==> src/rtl/otsu_sigmaw_argmin_if.sv <==
// Handshake and result bus between the class-statistics generator and the
// within-class variance argmin block.
interface otsu_sigmaw_argmin_if #(
  parameter int IW    = 16,
  parameter int NBINS = 256,
  parameter int TW    = $clog2(NBINS),
  parameter int OUTW  = 2*IW+1
);
  logic            start;
  logic            in_valid;
  logic            in_ready;
  logic [IW-1:0]   omega0;
  logic [IW-1:0]   sigma0_sq;
  logic [IW-1:0]   omega1;
  logic [IW-1:0]   sigma1_sq;
  logic            busy;
  logic            done;
  logic            found;
  logic [TW-1:0]   best_thr;
  logic [OUTW-1:0] best_sigmaW;

  modport master (
    output start, in_valid, omega0, sigma0_sq, omega1, sigma1_sq,
    input  in_ready, busy, done, found, best_thr, best_sigmaW
  );

  modport slave (
    input  start, in_valid, omega0, sigma0_sq, omega1, sigma1_sq,
    output in_ready, busy, done, found, best_thr, best_sigmaW
  );
endinterface

==> src/rtl/otsu_sigmaw_argmin.sv <==
// Pipelined sigmaW_sq = omega0*sigma0_sq + omega1*sigma1_sq per candidate threshold,
// tracking the minimum over NBINS candidates per frame and reporting the winner.
module otsu_sigmaw_argmin #(
  parameter int IW    = 16,
  parameter int NBINS = 256,
  parameter int TW    = $clog2(NBINS),
  parameter int OUTW  = 2*IW+1
) (
  input logic                 clk,
  input logic                 rst,
  otsu_sigmaw_argmin_if.slave bus
);

  localparam int PW = 2*IW;

  typedef enum logic [1:0] {IDLE, RUN, DRAIN, DONE} state_t;

  state_t          state_q, state_d;
  logic [TW-1:0]   k_q;
  logic            accept, last_beat, pipe_empty, frame_start;
  logic            in_ready, busy, done;

  logic            s1_v, s1_elig;
  logic [TW-1:0]   s1_idx;
  logic [PW-1:0]   s1_prod0, s1_prod1;

  logic            s2_v, s2_elig;
  logic [TW-1:0]   s2_idx;
  logic [OUTW-1:0] s2_sum;

  logic            s3_v;
  logic [OUTW-1:0] min_q;
  logic [TW-1:0]   best_thr_q;
  logic            found_q;

  assign accept      = bus.in_valid && (state_q == RUN);
  assign last_beat   = (k_q == TW'(NBINS-1));
  assign pipe_empty  = !(s1_v || s2_v || s3_v);
  assign frame_start = (state_q == IDLE) && bus.start;

  always_ff @(posedge clk) begin
    if (rst) state_q <= IDLE;
    else     state_q <= state_d;
  end

  always_comb begin
    state_d  = state_q;
    in_ready = 1'b0;
    busy     = 1'b0;
    done     = 1'b0;
    unique case (state_q)
      IDLE:  if (bus.start) state_d = RUN;
      RUN: begin
        in_ready = 1'b1;
        busy     = 1'b1;
        if (bus.in_valid && last_beat) state_d = DRAIN;
      end
      DRAIN: begin
        busy = 1'b1;
        if (pipe_empty) state_d = DONE;
      end
      DONE: begin
        done    = 1'b1;
        state_d = IDLE;
      end
      default: state_d = IDLE;
    endcase
  end

  // Data registers run freely; only the valid tags need clearing, since every
  // consumer qualifies data with its stage valid.
  always_ff @(posedge clk) begin
    if (rst) begin
      k_q  <= '0;
      s1_v <= 1'b0;
      s2_v <= 1'b0;
      s3_v <= 1'b0;
    end else begin
      if (frame_start)  k_q <= '0;
      else if (accept)  k_q <= k_q + 1'b1;

      s1_v     <= accept;
      s1_idx   <= k_q;
      s1_elig  <= (bus.omega0 != '0) && (bus.omega1 != '0);
      s1_prod0 <= PW'(bus.omega0) * PW'(bus.sigma0_sq);
      s1_prod1 <= PW'(bus.omega1) * PW'(bus.sigma1_sq);

      s2_v     <= s1_v;
      s2_idx   <= s1_idx;
      s2_elig  <= s1_elig;
      s2_sum   <= {1'b0, s1_prod0} + {1'b0, s1_prod1};

      s3_v     <= s2_v;
    end
  end

  // The min/best registers are the third stage; s3_v keeps DRAIN open until the
  // last comparison has landed. Strict less-than keeps the lowest index on ties.
  always_ff @(posedge clk) begin
    if (rst) begin
      min_q      <= '1;
      best_thr_q <= '0;
      found_q    <= 1'b0;
    end else if (frame_start) begin
      min_q      <= '1;
      best_thr_q <= '0;
      found_q    <= 1'b0;
    end else if (s2_v && s2_elig && (s2_sum < min_q)) begin
      min_q      <= s2_sum;
      best_thr_q <= s2_idx;
      found_q    <= 1'b1;
    end
  end

  assign bus.in_ready    = in_ready;
  assign bus.busy        = busy;
  assign bus.done        = done;
  assign bus.found       = found_q;
  assign bus.best_thr    = best_thr_q;
  assign bus.best_sigmaW = found_q ? min_q : '0;

endmodule
==> src/flat_wrapper.sv <==
// flat-port wrapper written by rule: the top's interface ports become plain ports
module otsu_sigmaw_argmin_flat 
#(
  parameter int IW    = 16,
  parameter int NBINS = 256,
  parameter int TW    = $clog2(NBINS),
  parameter int OUTW  = 2*IW+1
)
  (clk, rst, bus_start, bus_in_valid, bus_omega0, bus_sigma0_sq, bus_omega1, bus_sigma1_sq, bus_in_ready, bus_busy, bus_done, bus_found, bus_best_thr, bus_best_sigmaW);
  otsu_sigmaw_argmin_if #(.IW(IW), .NBINS(NBINS), .TW(TW), .OUTW(OUTW)) bus_i ();
  input logic clk;
  input logic rst;
  input wire logic [$bits(bus_i.start)-1:0] bus_start;
  input wire logic [$bits(bus_i.in_valid)-1:0] bus_in_valid;
  input wire logic [$bits(bus_i.omega0)-1:0] bus_omega0;
  input wire logic [$bits(bus_i.sigma0_sq)-1:0] bus_sigma0_sq;
  input wire logic [$bits(bus_i.omega1)-1:0] bus_omega1;
  input wire logic [$bits(bus_i.sigma1_sq)-1:0] bus_sigma1_sq;
  output wire logic [$bits(bus_i.in_ready)-1:0] bus_in_ready;
  output wire logic [$bits(bus_i.busy)-1:0] bus_busy;
  output wire logic [$bits(bus_i.done)-1:0] bus_done;
  output wire logic [$bits(bus_i.found)-1:0] bus_found;
  output wire logic [$bits(bus_i.best_thr)-1:0] bus_best_thr;
  output wire logic [$bits(bus_i.best_sigmaW)-1:0] bus_best_sigmaW;
  assign bus_i.start = bus_start;
  assign bus_i.in_valid = bus_in_valid;
  assign bus_i.omega0 = bus_omega0;
  assign bus_i.sigma0_sq = bus_sigma0_sq;
  assign bus_i.omega1 = bus_omega1;
  assign bus_i.sigma1_sq = bus_sigma1_sq;
  assign bus_in_ready = bus_i.in_ready;
  assign bus_busy = bus_i.busy;
  assign bus_done = bus_i.done;
  assign bus_found = bus_i.found;
  assign bus_best_thr = bus_i.best_thr;
  assign bus_best_sigmaW = bus_i.best_sigmaW;
  otsu_sigmaw_argmin #(.IW(IW), .NBINS(NBINS), .TW(TW), .OUTW(OUTW)) u_core (.clk(clk), .rst(rst), .bus(bus_i));
endmodule
==> config.mk <==
export PLATFORM = sky130hd
export DESIGN_NAME = otsu_sigmaw_argmin_flat
export DESIGN_NICKNAME = d
export VERILOG_FILES = /design/src/rtl/otsu_sigmaw_argmin_if.sv /design/src/rtl/otsu_sigmaw_argmin.sv /design/src/flat_wrapper.sv
export SDC_FILE = /design/constraint.sdc
export NUM_CORES = 2
export LEC_CHECK = 0
export CAP_MARGIN = 20
export CORE_ASPECT_RATIO = 1.25
export CORE_UTILIZATION = 55
export CTS_BUF_LIST = sky130_fd_sc_hd__clkbuf_8
export DETAILED_ROUTE_END_ITERATION = 16
export GPL_TIMING_DRIVEN = 0
export PLACE_DENSITY_LB_ADDON = 0.12
export SLEW_MARGIN = 20
export SYNTH_ARGS = -nofsm -noshare
export SYNTH_HDL_FRONTEND = slang
export SYNTH_SLANG_ARGS = --single-unit
export TNS_END_PERCENT = 1
==> constraint.sdc <==
create_clock -name clk -period 17.8 [get_ports clk]
set_clock_uncertainty 0.2 [all_clocks]
set_input_delay 3.56 -clock clk [delete_from_list [all_inputs] [get_ports clk]]
set_output_delay 3.56 -clock clk [all_outputs]
set_load 0.03 [all_outputs]
# Word-level counts from Yosys, hierarchy flattened
# Index checks and enable logic that the tools add are counted.
dict set report totals {
  inputBits 68
  wordCells 49
  reg_bits 170
  output_inout_bits 45
  n_memories 0
  latchBits 0
  romBits 0
  mem_bits_rw 0
}
dict set report op_classes {
  n_bitwise 0
  n_eq_ne 7
  div_mod_pow 0
  n_mux 8
  n_lt_le_gt_ge 1
  addsub 2
  reduce_logical 14
  multipliers 2
  n_shift 0
}
# op count
set op_table {}
lappend op_table {{multiplier 16 x 16 -> 32 bit} 2}
lappend op_table {{adder 32 x 32 -> 33 bit} 1}
lappend op_table {{< comparator 33 bit} 1}
lappend op_table {{2-to-1 mux 33 bit} 1}
lappend op_table {{nonzero test 16 bit} 2}
lappend op_table {{adder 8 x 1 -> 8 bit, second input constant} 1}
lappend op_table {{equality test 8 bit, second input constant} 1}
lappend op_table {{case mux 2 bit (4 select lines)} 1}
lappend op_table {{logical AND 1 bit} 6}
lappend op_table {{2-to-1 mux 2 bit} 3}
lappend op_table {{!= test 2 bit, second input constant} 3}
lappend op_table {{equality test 2 bit, second input constant} 2}
lappend op_table {{OR reduction 2 bit} 2}
lappend op_table {{2-to-1 mux 1 bit} 3}
lappend op_table {{AND reduction 3 bit} 1}
lappend op_table {{equality test 2 x 1 -> 1 bit, second input constant} 1}
lappend op_table {{zero test 2 bit} 1}
lappend op_table {{logical OR 1 bit} 2}

# Longest topological paths before layout
dict set report logic_depth {
  ltp_word 4
  mapped_depth 24
  depth_no_buf 23
}

# Worst setup path before layout
# No wires, ideal clock.
dict set report synth_timing {
  kind {input port to flip-flop}
  from {in bus_sigma0_sq[1]}
  to {reg u_core.s1_prod0[31], data pin}
  cell_stages 20
  path_buffers 1
  path_slack_ns 8.394
  setup_time_ns 0.274
  arrival_time_ns 8.932
  required_time_ns 17.326
  path_cell_list {clkbuf_1 nand2_1 fa_1 fa_1 inv_1 fa_1 inv_1 fa_1 fa_1 fa_1 inv_1 ha_1 a21oi_1 nor2b_1 o21a_1 a211o_1 a31o_1 or4b_4 nand2_1 a211oi_2}
}
dict set report synth_between {
  elab_chain_cells 1
}
# item line
set synth_lines {}
lappend synth_lines {{start: declaration} flat_wrapper.sv:16} ;# input wire logic [$bits(bus_i.sigma0_sq)-1:0] bus_sigma0_sq;
lappend synth_lines {{multiplier 16 x 16 -> 32 bit} otsu_sigmaw_argmin.sv:85} ;# s1_prod0 <= PW'(bus.omega0) * PW'(bus.sigma0_sq);
lappend synth_lines {{end signal: assignment} otsu_sigmaw_argmin.sv:85}
lappend synth_lines {{end: declaration} otsu_sigmaw_argmin.sv:25} ;# logic [PW-1:0] s1_prod0, s1_prod1;
# Every way passes these cells.
# A chain may end at the register's enable or synchronous reset.

# Final worst setup path
dict set report layout_timing {
  from {in bus_omega0[9]}
  to {reg u_core.s1_prod0[25], data pin}
}
dict set report layout_between {
  elab_chain_cells 1
}
# item line
set layout_lines {}
lappend layout_lines {{start: declaration} flat_wrapper.sv:15} ;# input wire logic [$bits(bus_i.omega0)-1:0] bus_omega0;
lappend layout_lines {{multiplier 16 x 16 -> 32 bit} otsu_sigmaw_argmin.sv:85}
# Every way passes these cells.

==> results.sh <==
export IMPL_status="complete, no violations"
export IMPL_rsz0062_at_grt="no"
export IMPL_cp_arrival_ns=10.55
export IMPL_pin_count=113
export IMPL_tightest_slew_ns=0.7967
export IMPL_htreeDepth=4
export IMPL_syn_num_nets=3368
export IMPL_final_util_pct=61.11
export IMPL_fmax_ghz=0.09502
export IMPL_crit_type="in2reg"
export IMPL_wl_per_cell_um=17.70
export IMPL_post_cts_buffers=0
export IMPL_clk_pin_slew_ns=0.10
export IMPL_slew_headroom_pct=45.51
export IMPL_initial_utilization_pct=56.08
export IMPL_cts_sinks=170
export IMPL_drv_slew=0
export IMPL_yosys_top_cells_area="fa_1 31%, ha_1 14%, edfxtp_1 14%"
export IMPL_synthArstFlopShare_pct=0
export IMPL_fin_area_sq_um=27090
export IMPL_yosysSeqAreaShare_pct=18.32
export IMPL_hold_start="u_core.s1_idx[4]"
export IMPL_synth_edff_count=115
export IMPL_yosysTopAreaCellShare_pct=31.32
export IMPL_syn2layout_area_growth_pct=8.952
export IMPL_dpl_cell_area_sq_um=26720
export IMPL_synth_distinct_cells=57
export IMPL_row_count=86
export IMPL_die_area_sq_um=46070
export IMPL_clk_latency_ns=0.49
export IMPL_cts_root_buf="clkbuf_8"
export IMPL_cp_start_kind="primary input"
export IMPL_grt_pass1_wl_um=97820
export IMPL_nets=3499
export IMPL_post_cts_resize_count=0
export IMPL_place_congestion=0.9013
export IMPL_synth_seq_cells=170
export IMPL_numPortBuffers=111
export IMPL_routed_wl_um=59260
export IMPL_wl_met2_um=30290
export IMPL_dp_hpwl_um=50040
export IMPL_fillCellCount=3931
export IMPL_setup_viol=0
export IMPL_drt_met1_wl_um=24220
export IMPL_avgSynthCellArea_sq_um=9.443
export IMPL_hold_class="reg2reg"
export IMPL_cts_buffers=17
export IMPL_track_usage_pct=27.53
export IMPL_dieHeight_um=239.7
export IMPL_grt_max_degree=88
export IMPL_antenna_found_initial=0
export IMPL_grt_pass1_vias=19234
export IMPL_maxCapViolCount=0
export IMPL_core_area_sq_um=44330
export IMPL_overflow=0
export IMPL_crit_start="bus_omega0[9]"
export IMPL_clk_path_buf_depth=2
export IMPL_syn_inst=2633
export IMPL_drc_errors=0
export IMPL_first_pass_iters=5
export IMPL_via_per_inst=5.556
export IMPL_synth_flop_cell="edfxtp_1"
export IMPL_yosysWarningCount=0
export IMPL_tns_ns=0
export IMPL_route_antenna_remaining_nets=0
export IMPL_hold_buffers=0
export IMPL_finalCritPeriodShare_pct=59.12
export IMPL_final_hold_viol_count=0
export IMPL_top_layer_used="met4"
export IMPL_drive_gt1_share_pct=1.620
export IMPL_synth_top_area_cell="fa_1"
export IMPL_dr_first_iter_drc_count=1165
export IMPL_cts_tree="done"
export IMPL_dr_wl_met3_um=2611
export IMPL_crit_required_ns=17.83
export IMPL_fp_dieW_um=192.2
export IMPL_netlist_area_sq_um=24860
export IMPL_vias=18608
export IMPL_diodes=0
export IMPL_crit_path_end_kind="flop"
export IMPL_rr_startpoint="u_core.s1_prod1[0]"
export IMPL_min_period_ns=10.52
export IMPL_critPathMaxFanout=10
per-stage QoR:
step / setup slack, ns / cells / hold slack [ns]
2_1_floorplan: 8.394 / 2633 / 0.2003
3_3_place_gp: 6.873 / 3316 / 0.2014
3_5_place_dp: 6.842 / 3317 / 0.2065
4_1_cts: 7.346 / 3349 / 0.2292
5_1_grt: 7.048 / 3349 / 0.2386
6_report: 7.276 / 3349 / 0.2312
cells in the mapped netlist (3+ instances only):
library cell,count
a2111oi_0,3
a211oi_1,9
a211oi_2,3
a21o_1,58
a21oi_1,91
a31oi_1,36
and2_1,269
and3_1,14
and4_1,3
clkbuf_1,92
dfxtp_1,55
edfxtp_1,115
fa_1,389
ha_1,278
inv_1,492
nand2_1,327
nand2b_1,12
nand3_1,17
nand4_1,23
nor2_1,50
nor2b_1,16
nor3_1,49
nor4_1,11
o211ai_1,3
o21a_1,6
o21ai_0,46
o21ai_1,10
o21bai_1,18
o31ai_1,3
or2_2,3
or3_1,6
or4_1,3
xnor2_1,61
xor2_1,31
worst max-delay path: stages:
cell,delay (ns)
clkdlybuf4s50_1,0.82
clkbuf_1,0.51
nand2_1,0.15
fa_1,0.51
fa_1,0.54
inv_1,0.05
fa_1,0.49
inv_1,0.06
fa_1,0.55
fa_1,0.43
fa_1,0.49
inv_1,0.04
ha_1,0.32
a21oi_1,0.24
nor2b_1,0.08
o21a_1,0.19
a2111oi_0,0.72
o31ai_1,0.22
a21oi_1,0.30
o21ai_1,0.12
xor2_1,0.15
layer usage:
layer  global-route usage [%]  vias to the layer above
met1                    34.71                     9385
met4                    10.28                        0
li1                         -                     8612
met3                    3.223                      108
met5                        0                        -
met2                    48.11                      503
cells by family after synthesis:
kind of cell	share of synthesized area [%]
xor gates and xnor gates	3.241
buffers and inverters	8.816
and+or+nand+nor	16.39
muxes	0.08555
DFF	18.32
adders and majority gates	45.31
AOI/OAI and AO/OA	7.840
cells in the final DEF (no fill, tap or decap), types with 50 or more instances in the layout:
| master | count |
|---|---|
| xnor2_1 | 61 |
| nand2_1 | 327 |
| dfxtp_1 | 55 |
| clkdlybuf4s50_1 | 111 |
| fa_1 | 389 |
| inv_1 | 492 |
| nor2_1 | 50 |
| edfxtp_1 | 115 |
| ha_1 | 278 |
| and2_1 | 269 |
| clkbuf_1 | 92 |
| a21oi_1 | 91 |
| a21o_1 | 58 |
state kept, by name (all words and copies together), names as in the netlist:
name                 cells
u_core.s1_prod0         32
u_core.s2_v              1
u_core.s3_v              1
u_core.s1_v              1
u_core.s2_elig           1
u_core.s1_elig           1
u_core.bus.found         1
u_core.s2_sum           33
u_core.min_q            33
u_core.bus.best_thr      8
u_core.state_q           2
u_core.k_q               8
u_core.s2_idx            8
u_core.s1_idx            8
u_core.s1_prod1         32
path summary, 6_finish.rpt:
kind | cells after the start | slack, ns | endpoint
worst max-delay path | 21 | 7.28 | u_core.s1_prod0[25]
worst min-delay path | 0 | 0.23 | u_core.s2_idx[4]
worst max register to register | 12 | 14.09 | u_core.s2_sum[30]
worst min register to register | 0 | 0.23 | u_core.s2_idx[4]
area by class of cell:
cell class,count,area (sq um),share of cell area (%)
Multi-Input combinational cell,1879,18120,66.88
Sequential cell,170,4554,16.81
Inverter,492,1852,6.836
Timing Repair Buffer,112,1139,4.203
Tap cell,572,715.7,2.642
Buffer,92,345.3,1.275
Clock buffer,17,234.0,0.8637
Clock inverter,15,132.6,0.4896
Power is not shown: default switching activity piles up to over one toggle a cycle in this logic, so the estimate is an artifact.
